==> src/rtl/tone_pkg.sv <==
// Shared definitions for the tone generator / tone detector pair.
package tone_pkg;

  localparam int unsigned TONE_CLK_HZ_DEF  = 25_000_000;
  localparam int unsigned TONE_TONE_HZ_DEF = 560;

  // Nominal half-period in clocks; both ends of the link use this so they agree.
  function automatic int unsigned half_of(input int unsigned clk_hz,
                                          input int unsigned tone_hz);
    return clk_hz / tone_hz / 2;
  endfunction

  typedef enum logic [1:0] {
    IDLE    = 2'd0,
    MEASURE = 2'd1,
    LOCKED  = 2'd2
  } tone_state_e;

endpackage

==> src/rtl/sync_edge.sv <==
// Two-flop synchronizer plus a third flop for any-edge detection on a pin.
module sync_edge (
  input  logic clk,
  input  logic rst_n,
  input  logic din,
  output logic edge_c
);

  logic s1, s2, s3;

  // Synchronizer chain; s3 holds the previous synchronized level.
  always_ff @(posedge clk or negedge rst_n) begin
    if (!rst_n) begin
      s1 <= 1'b0;
      s2 <= 1'b0;
      s3 <= 1'b0;
    end else begin
      s1 <= din;
      s2 <= s1;
      s3 <= s2;
    end
  end

  assign edge_c = s2 ^ s3;

endmodule

==> src/rtl/tone_detector.sv <==
// Measures the half-period of a square-wave pin and flags a locked tone.
module tone_detector
  import tone_pkg::*;
#(
  parameter int unsigned CLK_HZ   = TONE_CLK_HZ_DEF,
  parameter int unsigned TONE_HZ  = TONE_TONE_HZ_DEF,
  parameter int unsigned HALF     = half_of(CLK_HZ, TONE_HZ),
  parameter int unsigned TOL      = 256,
  parameter int unsigned LOCK_CNT = 8,
  parameter int unsigned CW       = 24
) (
  input  logic          clk,
  input  logic          rst_n,
  input  logic          tone_in,
  output logic          present,
  output logic [CW-1:0] half_period,
  output logic          meas_valid,
  output logic          miss
);

  localparam int unsigned MW = $clog2(LOCK_CNT + 1);
  localparam logic [CW-1:0] WIN_LO    = CW'(HALF - TOL);
  localparam logic [CW-1:0] WIN_HI    = CW'(HALF + TOL);
  localparam logic [MW-1:0] MATCH_MAX = MW'(LOCK_CNT);

  // Elaboration-time parameter sanity.
  if (HALF < TOL) begin : g_bad_tol
    $error("tone_detector: HALF-TOL underflows");
  end
  if ((64'(HALF) + 64'(TOL) + 64'd1) >= (64'd1 << CW)) begin : g_bad_cw
    $error("tone_detector: CW too narrow for HALF+TOL+1");
  end

  tone_state_e   state_q, state_d;
  logic [CW-1:0] cnt_q, cnt_d, cnt_inc;
  logic [MW-1:0] match_q, match_d;
  logic [CW-1:0] half_d;
  logic          mv_d, miss_d, present_d;
  logic          edge_c, in_win_c, timeout_c;

  sync_edge u_sync (
    .clk    (clk),
    .rst_n  (rst_n),
    .din    (tone_in),
    .edge_c (edge_c)
  );

  assign cnt_inc   = (cnt_q == '1) ? cnt_q : cnt_q + CW'(1);
  assign in_win_c  = (cnt_q >= WIN_LO) && (cnt_q <= WIN_HI);
  assign timeout_c = (cnt_q > WIN_HI);

  // State, counters and registered outputs.
  always_ff @(posedge clk or negedge rst_n) begin
    if (!rst_n) begin
      state_q     <= IDLE;
      cnt_q       <= '0;
      match_q     <= '0;
      half_period <= '0;
      meas_valid  <= 1'b0;
      miss        <= 1'b0;
      present     <= 1'b0;
    end else begin
      state_q     <= state_d;
      cnt_q       <= cnt_d;
      match_q     <= match_d;
      half_period <= half_d;
      meas_valid  <= mv_d;
      miss        <= miss_d;
      present     <= present_d;
    end
  end

  // Next state: an edge always beats a timeout in the same cycle.
  always_comb begin
    state_d = state_q;
    cnt_d   = cnt_inc;
    match_d = match_q;
    half_d  = half_period;
    mv_d    = 1'b0;
    miss_d  = 1'b0;
    case (state_q)
      IDLE: begin
        cnt_d   = '0;
        match_d = '0;
        if (edge_c) begin
          state_d = MEASURE;
          cnt_d   = CW'(1);
        end
      end
      MEASURE, LOCKED: begin
        if (edge_c) begin
          half_d = cnt_q;
          mv_d   = 1'b1;
          cnt_d  = CW'(1);
          if (in_win_c) begin
            if (match_q != MATCH_MAX) match_d = match_q + MW'(1);
            if (match_d == MATCH_MAX) state_d = LOCKED;
          end else begin
            match_d = '0;
            miss_d  = 1'b1;
            state_d = MEASURE;
          end
        end else if (timeout_c) begin
          match_d = '0;
          miss_d  = 1'b1;
          cnt_d   = '0;
          state_d = IDLE;
        end
      end
      default: begin
        state_d = IDLE;
        cnt_d   = '0;
        match_d = '0;
      end
    endcase
    present_d = (state_d == LOCKED);
  end

endmodule

==> config.mk <==
export PLATFORM = sky130hd
export DESIGN_NAME = tone_detector
export DESIGN_NICKNAME = d
export VERILOG_FILES = /design/src/rtl/tone_pkg.sv /design/src/rtl/sync_edge.sv /design/src/rtl/tone_detector.sv
export SDC_FILE = /design/constraint.sdc
export NUM_CORES = 1
export LEC_CHECK = 0
export ABC_AREA = 1
export CORE_MARGIN = 4
export CORE_UTILIZATION = 25
export CTS_CLUSTER_DIAMETER = 40
export CTS_CLUSTER_SIZE = 10
export DETAILED_ROUTE_END_ITERATION = 8
export MAX_ROUTING_LAYER = met4
export PLACE_DENSITY = 0.55
export SLEW_MARGIN = 10
export SYNTH_ARGS = -nofsm -noshare
export SYNTH_HDL_FRONTEND = slang
export SYNTH_SLANG_ARGS = --single-unit
==> constraint.sdc <==
create_clock -name clk -period 1.83 [get_ports clk]
set_input_delay 0.549 -clock clk [delete_from_list [all_inputs] [get_ports clk]]
set_output_delay 0.549 -clock clk [all_outputs]
set_load 0.01 [all_outputs]
* After elaboration in Yosys (flattened, before gate mapping) *
Index checks and enable logic that the tools add are counted.

word-level totals
  output and inout port bits = 27
  bits in registers = 60
  word-level logic and storage cells = 53
  input port bits = 3

operators by class
  reduce and logical (&&, ||, !) cells = 4
  bitwise gates (word level) = 1
  add/sub/neg operators = 2
  magnitude comparators = 3
  eq/ne operators = 8
  muxes and demuxes = 25

operator list
  cell                                                             count
  2-to-1 mux 24 bit                                                3
  one-hot mux 24 bit (2 select lines)                              1
  2-to-1 mux 4 bit                                                 8
  adder 24 x 1 -> 24 bit, second input constant                    1
  == test 24 bit, second input constant                            1
  >= comparator 24 x 15 -> 1 bit, second input constant            1
  greater-than comparator 24 x 15 -> 1 bit, second input constant  1
  <= comparator 24 x 15 -> 1 bit, second input constant            1
  2-to-1 mux 2 bit                                                 5
  inequality test 4 bit, second input constant                     2
  2-to-1 mux 1 bit                                                 7
  adder 4 x 1 -> 4 bit, second input constant                      1
  == test 2 bit, second input constant                             2
  == test 4 bit, second input constant                             1
  one-hot mux 2 bit (2 select lines)                               1
  inequality test 3 bit, second input constant                     1
  == test 2 x 1 -> 1 bit, second input constant                    1
  logical NOT 2 bit                                                1
  AND reduction 2 bit                                              1
  OR reduction 2 bit                                               1
  logical AND 1 bit                                                1
  bitwise XOR 1 bit                                                1

* Longest topological paths before layout *
  word-level depth = 11
  depth in mapped cells = 14
  mapped depth without buffers = 14

* Cells and area by module *
Synthesis repeated with hierarchy kept, for this count alone.

unflattened totals
  cells, all modules = 306
  area total of the unflattened synthesis = 2,727.6 sq um

modules (own cells, without submodules)
  module         seq. area each (sq um)  cells an instance  area each (sq um)  times used
  tone_detector  1,426.4                 298                2,633.8            1
  sync_edge      75.1                    8                  93.8               1

* Least setup slack after synthesis *
OpenSTA, ideal clock, no wires.

  path kind = flip-flop to flip-flop
  from = reg state_q[0]
  to = reg half_period[10]
  setup time = 125 ps
  slack = 101 ps
  data required time = 1,705 ps
  buffers on the path = 1
  cell stages (with the launch flop) = 7
  arrival time = 1,604 ps
  period minus slack after synthesis = 1,729 ps
  path through = dfrtp_1 inv_1 ha_1 inv_1 nor2_2 buf_2 mux2_2

between the ends
  longest elaborated chain between the ends = 3
  elaborated cells between the ends (all ways) = 4
  those cells by class = 2 x eq/ne; 2 x reduce/logical

ends and longest elaborated chain
  element                                                         RTL line             source
  start, declared                                                 tone_detector.sv:34  tone_state_e state_q, state_d;
  start signal, assigned                                          tone_detector.sv:63  state_q <= state_d;
  == test 2 x 1 -> 1 bit / == test 2 bit (equally long branches)  tone_detector.sv:81  case (state_q)
  OR reduction 2 bit (*)                                          tone_detector.sv:81
  AND reduction 2 bit (no line) (*)                               n/a
  end signal, assigned                                            tone_detector.sv:66  half_period <= half_d;
  end, declared                                                   tone_detector.sv:16  output logic [CW-1:0] half_period,

Every way passes the cells marked *; elsewhere a longest branch is shown, timed or not.
A chain may end at the register's enable or synchronous reset.

* Worst setup path after layout *
  from = reg half_period[20]
  to = out half_period[20]

No word-level cell between the ends.

==> Implementation_results.wiki <==
{| class="wikitable"
! Metric !! Value
|-
| Aggregate routed wire length || 5.76 mm
|-
| Avg Cell Area, Syn || 9.74 um^2
|-
| Number of nets in the final layout || 351
|-
| Final critical path time including I/O delays and setup || 1770 ps
|-
| F_max || 0.564 GHz
|-
| Number of diodes || 0
|-
| Share of the clock period used by the worst path after layout || 97.0%
|-
| First DRT Iteration DRCs || 107
|-
| Largest vdd supply drop || 572 uV
|-
| Number of max-slew violations in the final report || 0
|-
| Comb power frac || 27.0%
|-
| Share of the core filled with cells in the final layout || 33.4%
|-
| TritonCTS clock tree || yes
|-
| Commonest cells post-synth || sky130_fd_sc_hd__dfrtp_1 (60), sky130_fd_sc_hd__nand2_1 (51), sky130_fd_sc_hd__nor2_1 (31)
|-
| Signed area change from the synthesized netlist to the final layout || 29.3%
|-
| Global-route usage over all layers || 9.91%
|-
| CTS H-Tree Depth || 3
|-
| Boundary Pins || 30
|-
| WP data required || 1280 ps
|-
| Fraction of power spent switching nets || 27.5%
|-
| Tightest Hold Check Type || in2async
|-
| RSZ-0062 raised after global routing || no
|-
| Post-CTS Hold Fix Bufs || 0
|-
| Buffers added on ports || 29
|-
| Number of global-route vias before repair || 2,064
|-
| Clock root buffer || sky130_fd_sc_hd__clkbuf_16
|-
| Final HPWL from detailed placement || 4.15 mm
|-
| Fraction of layout instances using a drive strength above 1 || 20.2%
|-
| Placement Cell Area || 3360 um^2
|-
| Vias/cell || 4.21
|-
| Detailed-router iteration count before antenna repair || 4
|-
| Total of endpoints with negative setup slack in the final report || 0
|-
| Antenna violations before repair || 0
|-
| Cell area after layout || 3650 um^2
|-
| P_sw || 1.21 mW
|-
| Worst Path Buf+Inv || 1
|-
| Placed insts || 469
|-
| Clock net sink count || 60
|-
| Post-synthesis instance area || 2820 um^2
|-
| Clock insertion delay at the later pin of the skew report || 320 ps
|-
| Number of flip-flops and latches in the synthesized netlist || 60
|-
| Reg2reg path depth || 9
|-
| Pin count of the biggest net entering global routing || 61
|-
| Post-detailed-route DRC marker count || 0
|-
| Portion of total power attributed to the clock network || 33.9%
|-
| Startpoint-to-endpoint class of the critical path || reg2out
|-
| Total vias in the final route || 2,044
|-
| Total count of hold-check failures in the final report || 0
|-
| Horizontal die dimension || 114 um
|-
| Starting density of the core || 25.8%
|-
| Most frequently used cell type in the post-synthesis netlist || sky130_fd_sc_hd__dfrtp_1
|-
| Global-route wire length before repair || 9.86 mm
|-
| WP data arrival || 1230 ps
|-
| Clock buffer count from CTS || 9
|-
| Clock slew at reported path FFs || 50 ps
|-
| Family with the most delay on the worst path || buffers and inverters
|-
| Antenna Violating Nets Remaining || 0
|-
| Final global-route overflow total || 0
|-
| Number of synthesized flops with an enable pin || 0
|-
| Highest net fanout along the worst path || 2
|-
| Largest cells by area after synthesis || sky130_fd_sc_hd__dfrtp_1 (53%), sky130_fd_sc_hd__nand2_1 (6.8%), sky130_fd_sc_hd__mux2_2 (6.0%), sky130_fd_sc_hd__nor2_1 (4.1%), sky130_fd_sc_hd__inv_1 (4.0%)
|-
| Fraction of the yosys area taken by sequential cells || 53.2%
|-
| Average routed wire per standard cell || 11.9 um
|-
| Primary FF master, synth || sky130_fd_sc_hd__dfrtp_1
|-
| Worst r2r dst || cnt_q[11]$_DFFE_PN0P_
|-
| Overall die height || 114 um
|-
| Filler instances || 1,137
|-
| Startpoint Class || flip-flop
|-
| Netlist cell types || 36
|-
| Leakage power || 1.60 nW
|-
| Max clock buf depth || 2
|-
| Area of the die || 13,100 um^2
|-
| Share of flip-flops with an asynchronous set or reset || 100%
|-
| Sum Neg Setup Slack || 0 ps
|-
| Largest area contributor in the netlist || sky130_fd_sc_hd__dfrtp_1
|-
| Final RePlAce weighted congestion || 0.853
|-
| Worst stage delay on the critical path || 540 ps
|-
| Internal power || 3.21 mW
|-
| Critical Path, Cell by Cell || clkdlybuf4s50_1
|-
| Sequential share of power || 39.1%
|-
| Outcome || finished, final reports clean
|-
| Register-to-Register Setup Slack || 130 ps
|-
| Post-route insts no fill || 486
|-
| Standard cell with the maximum stage delay on the critical path || sky130_fd_sc_hd__clkdlybuf4s50_1
|-
| Reg-to-reg startpoint || cnt_q[19]$_DFFE_PN0P_
|-
| Placeable Area || 10,900 um^2
|-
| Maxcap violations || 0
|-
| Instance count of the mapped netlist || 290
|-
| Standard-cell row count || 38
|-
| Maximum clock skew at final layout || 4.71 ps
|-
| Area share of the leading cell type in the synthesized netlist || 53.2%
|-
| Hold slack || 230 ps
|-
| Crit path capture type || output pin
|-
| Number of warnings reported in the yosys synthesis log || 0
|-
| Power Dens Cells || 1210 nW/um^2
|}
-- power groups by stage --
stage	clock network [mW]	registers, mW	logic [mW]
global route	1.60	1.77	1.31
detailed placement	0	1.76	1.20
finish	1.50	1.73	1.20
CTS	1.55	1.74	1.20
floorplan	0	1.84	0.481
global placement	0	1.76	1.18
-- worst reg2reg max path, cell delays in order (launching register included) --
cell and delay [ps]:
sky130_fd_sc_hd__dfrtp_1 400, sky130_fd_sc_hd__nor2_2 160, sky130_fd_sc_hd__nand2_2 80, sky130_fd_sc_hd__nor2_4 120, sky130_fd_sc_hd__buf_4 140, sky130_fd_sc_hd__nand4_2 110
sky130_fd_sc_hd__nand2_4 150, sky130_fd_sc_hd__nand4_4 210, sky130_fd_sc_hd__nor2_2 150, sky130_fd_sc_hd__o21a_1 130
-- cells by family (layout without fill, tap and decap cells) --
| logic type | Yosys count | in the layout | synth area share [%] |
|---|---|---|---|
| and+or+nand+nor | 137 | 137 | 24.5 |
| DFF | 60 | 60 | 53.2 |
| buffers and inverters | 38 | 86 | 5.18 |
| AOI/OAI and AO/OA | 30 | 30 | 7.27 |
| muxes | 15 | 15 | 5.98 |
| adders and majority gates | 7 | 7 | 3.10 |
| xor gates and xnor gates | 2 | 2 | 0.620 |
| other | 1 | 9 | 0.133 |
-- state kept, by name, summed over array words and instances, names as in the netlist --
| signal | flops |
|---|---|
| miss | 1 |
| half_period | 24 |
| present | 1 |
| u_sync.s3 | 1 |
| meas_valid | 1 |
| u_sync.s2 | 1 |
| match_q | 4 |
| cnt_q | 24 |
| u_sync.s1 | 1 |
| state_q | 2 |
-- cell type report --
type | instances | area [um^2] | area share [%]
sequential | 60 | 1500 | 41.1
multi-input combinational | 200 | 1220 | 33.6
timing repair buffer | 37 | 362 | 9.90
clock buffer | 14 | 254 | 6.96
tap | 140 | 175 | 4.80
inverter | 33 | 124 | 3.39
clock inverter | 2 | 10.0 | 0.274
-- layout by cell type (no fill, tap or decap), types with 3 or more instances in the layout --
master,synthesis,final
sky130_fd_sc_hd__conb_1,1,9
sky130_fd_sc_hd__nand3_1,18,18
sky130_fd_sc_hd__a21oi_1,6,6
sky130_fd_sc_hd__dfrtp_1,60,60
sky130_fd_sc_hd__o21ai_0,5,5
sky130_fd_sc_hd__nand4_1,5,5
sky130_fd_sc_hd__nor2_4,3,3
sky130_fd_sc_hd__ha_1,7,7
sky130_fd_sc_hd__buf_4,0,6
sky130_fd_sc_hd__o21a_1,10,10
sky130_fd_sc_hd__nand2_2,5,5
sky130_fd_sc_hd__mux2_2,15,15
sky130_fd_sc_hd__nand2_1,51,51
sky130_fd_sc_hd__clkbuf_1,0,4
sky130_fd_sc_hd__inv_1,30,29
sky130_fd_sc_hd__clkdlybuf4s50_1,0,28
sky130_fd_sc_hd__clkbuf_16,0,9
sky130_fd_sc_hd__inv_2,3,4
sky130_fd_sc_hd__nor3_1,6,4
sky130_fd_sc_hd__nor2_2,9,10
sky130_fd_sc_hd__nor2_1,31,30
-- through the flow --
step                      setup slack, ps  power [mW]
after floorplan                       101        2.32
after global placement                124        2.94
after detailed placement             34.0        2.96
after CTS                            6.02        4.49
after global routing                0.662        4.69
final                                55.4        4.42
-- layer usage --
metal  global-route usage (%)  share of wire (%)  vias up
met5                        -                  0        -
met4                     3.48                1.5        0
met3                     3.86                5.8        7
met2                     14.7                 45       41
met1                     12.3                 48      959
li1                         -                  -     1037
-- repair_timing --
item / CTS / global route
buffers inserted: 0 / 1
hold endpoints to repair: 0 / 0
gates resized for setup: 0 / 6
setup endpoints to repair: 0 / 20
-- worst max path at each step --
stage                                      from                          end  cells past startpoint
floorplan                  state_q[0]$_DFF_PN0_  half_period[10]$_DFFE_PN0P_                      6
global placement           cnt_q[1]$_DFFE_PN0P_        cnt_q[11]$_DFFE_PN0P_                      9
detailed placement         cnt_q[1]$_DFFE_PN0P_        cnt_q[11]$_DFFE_PN0P_                      9
CTS                        cnt_q[1]$_DFFE_PN0P_        cnt_q[11]$_DFFE_PN0P_                      9
global route        half_period[23]$_DFFE_PN0P_              half_period[23]                      1
finish              half_period[20]$_DFFE_PN0P_              half_period[20]                      1
Power figures use the tool's default switching activity.
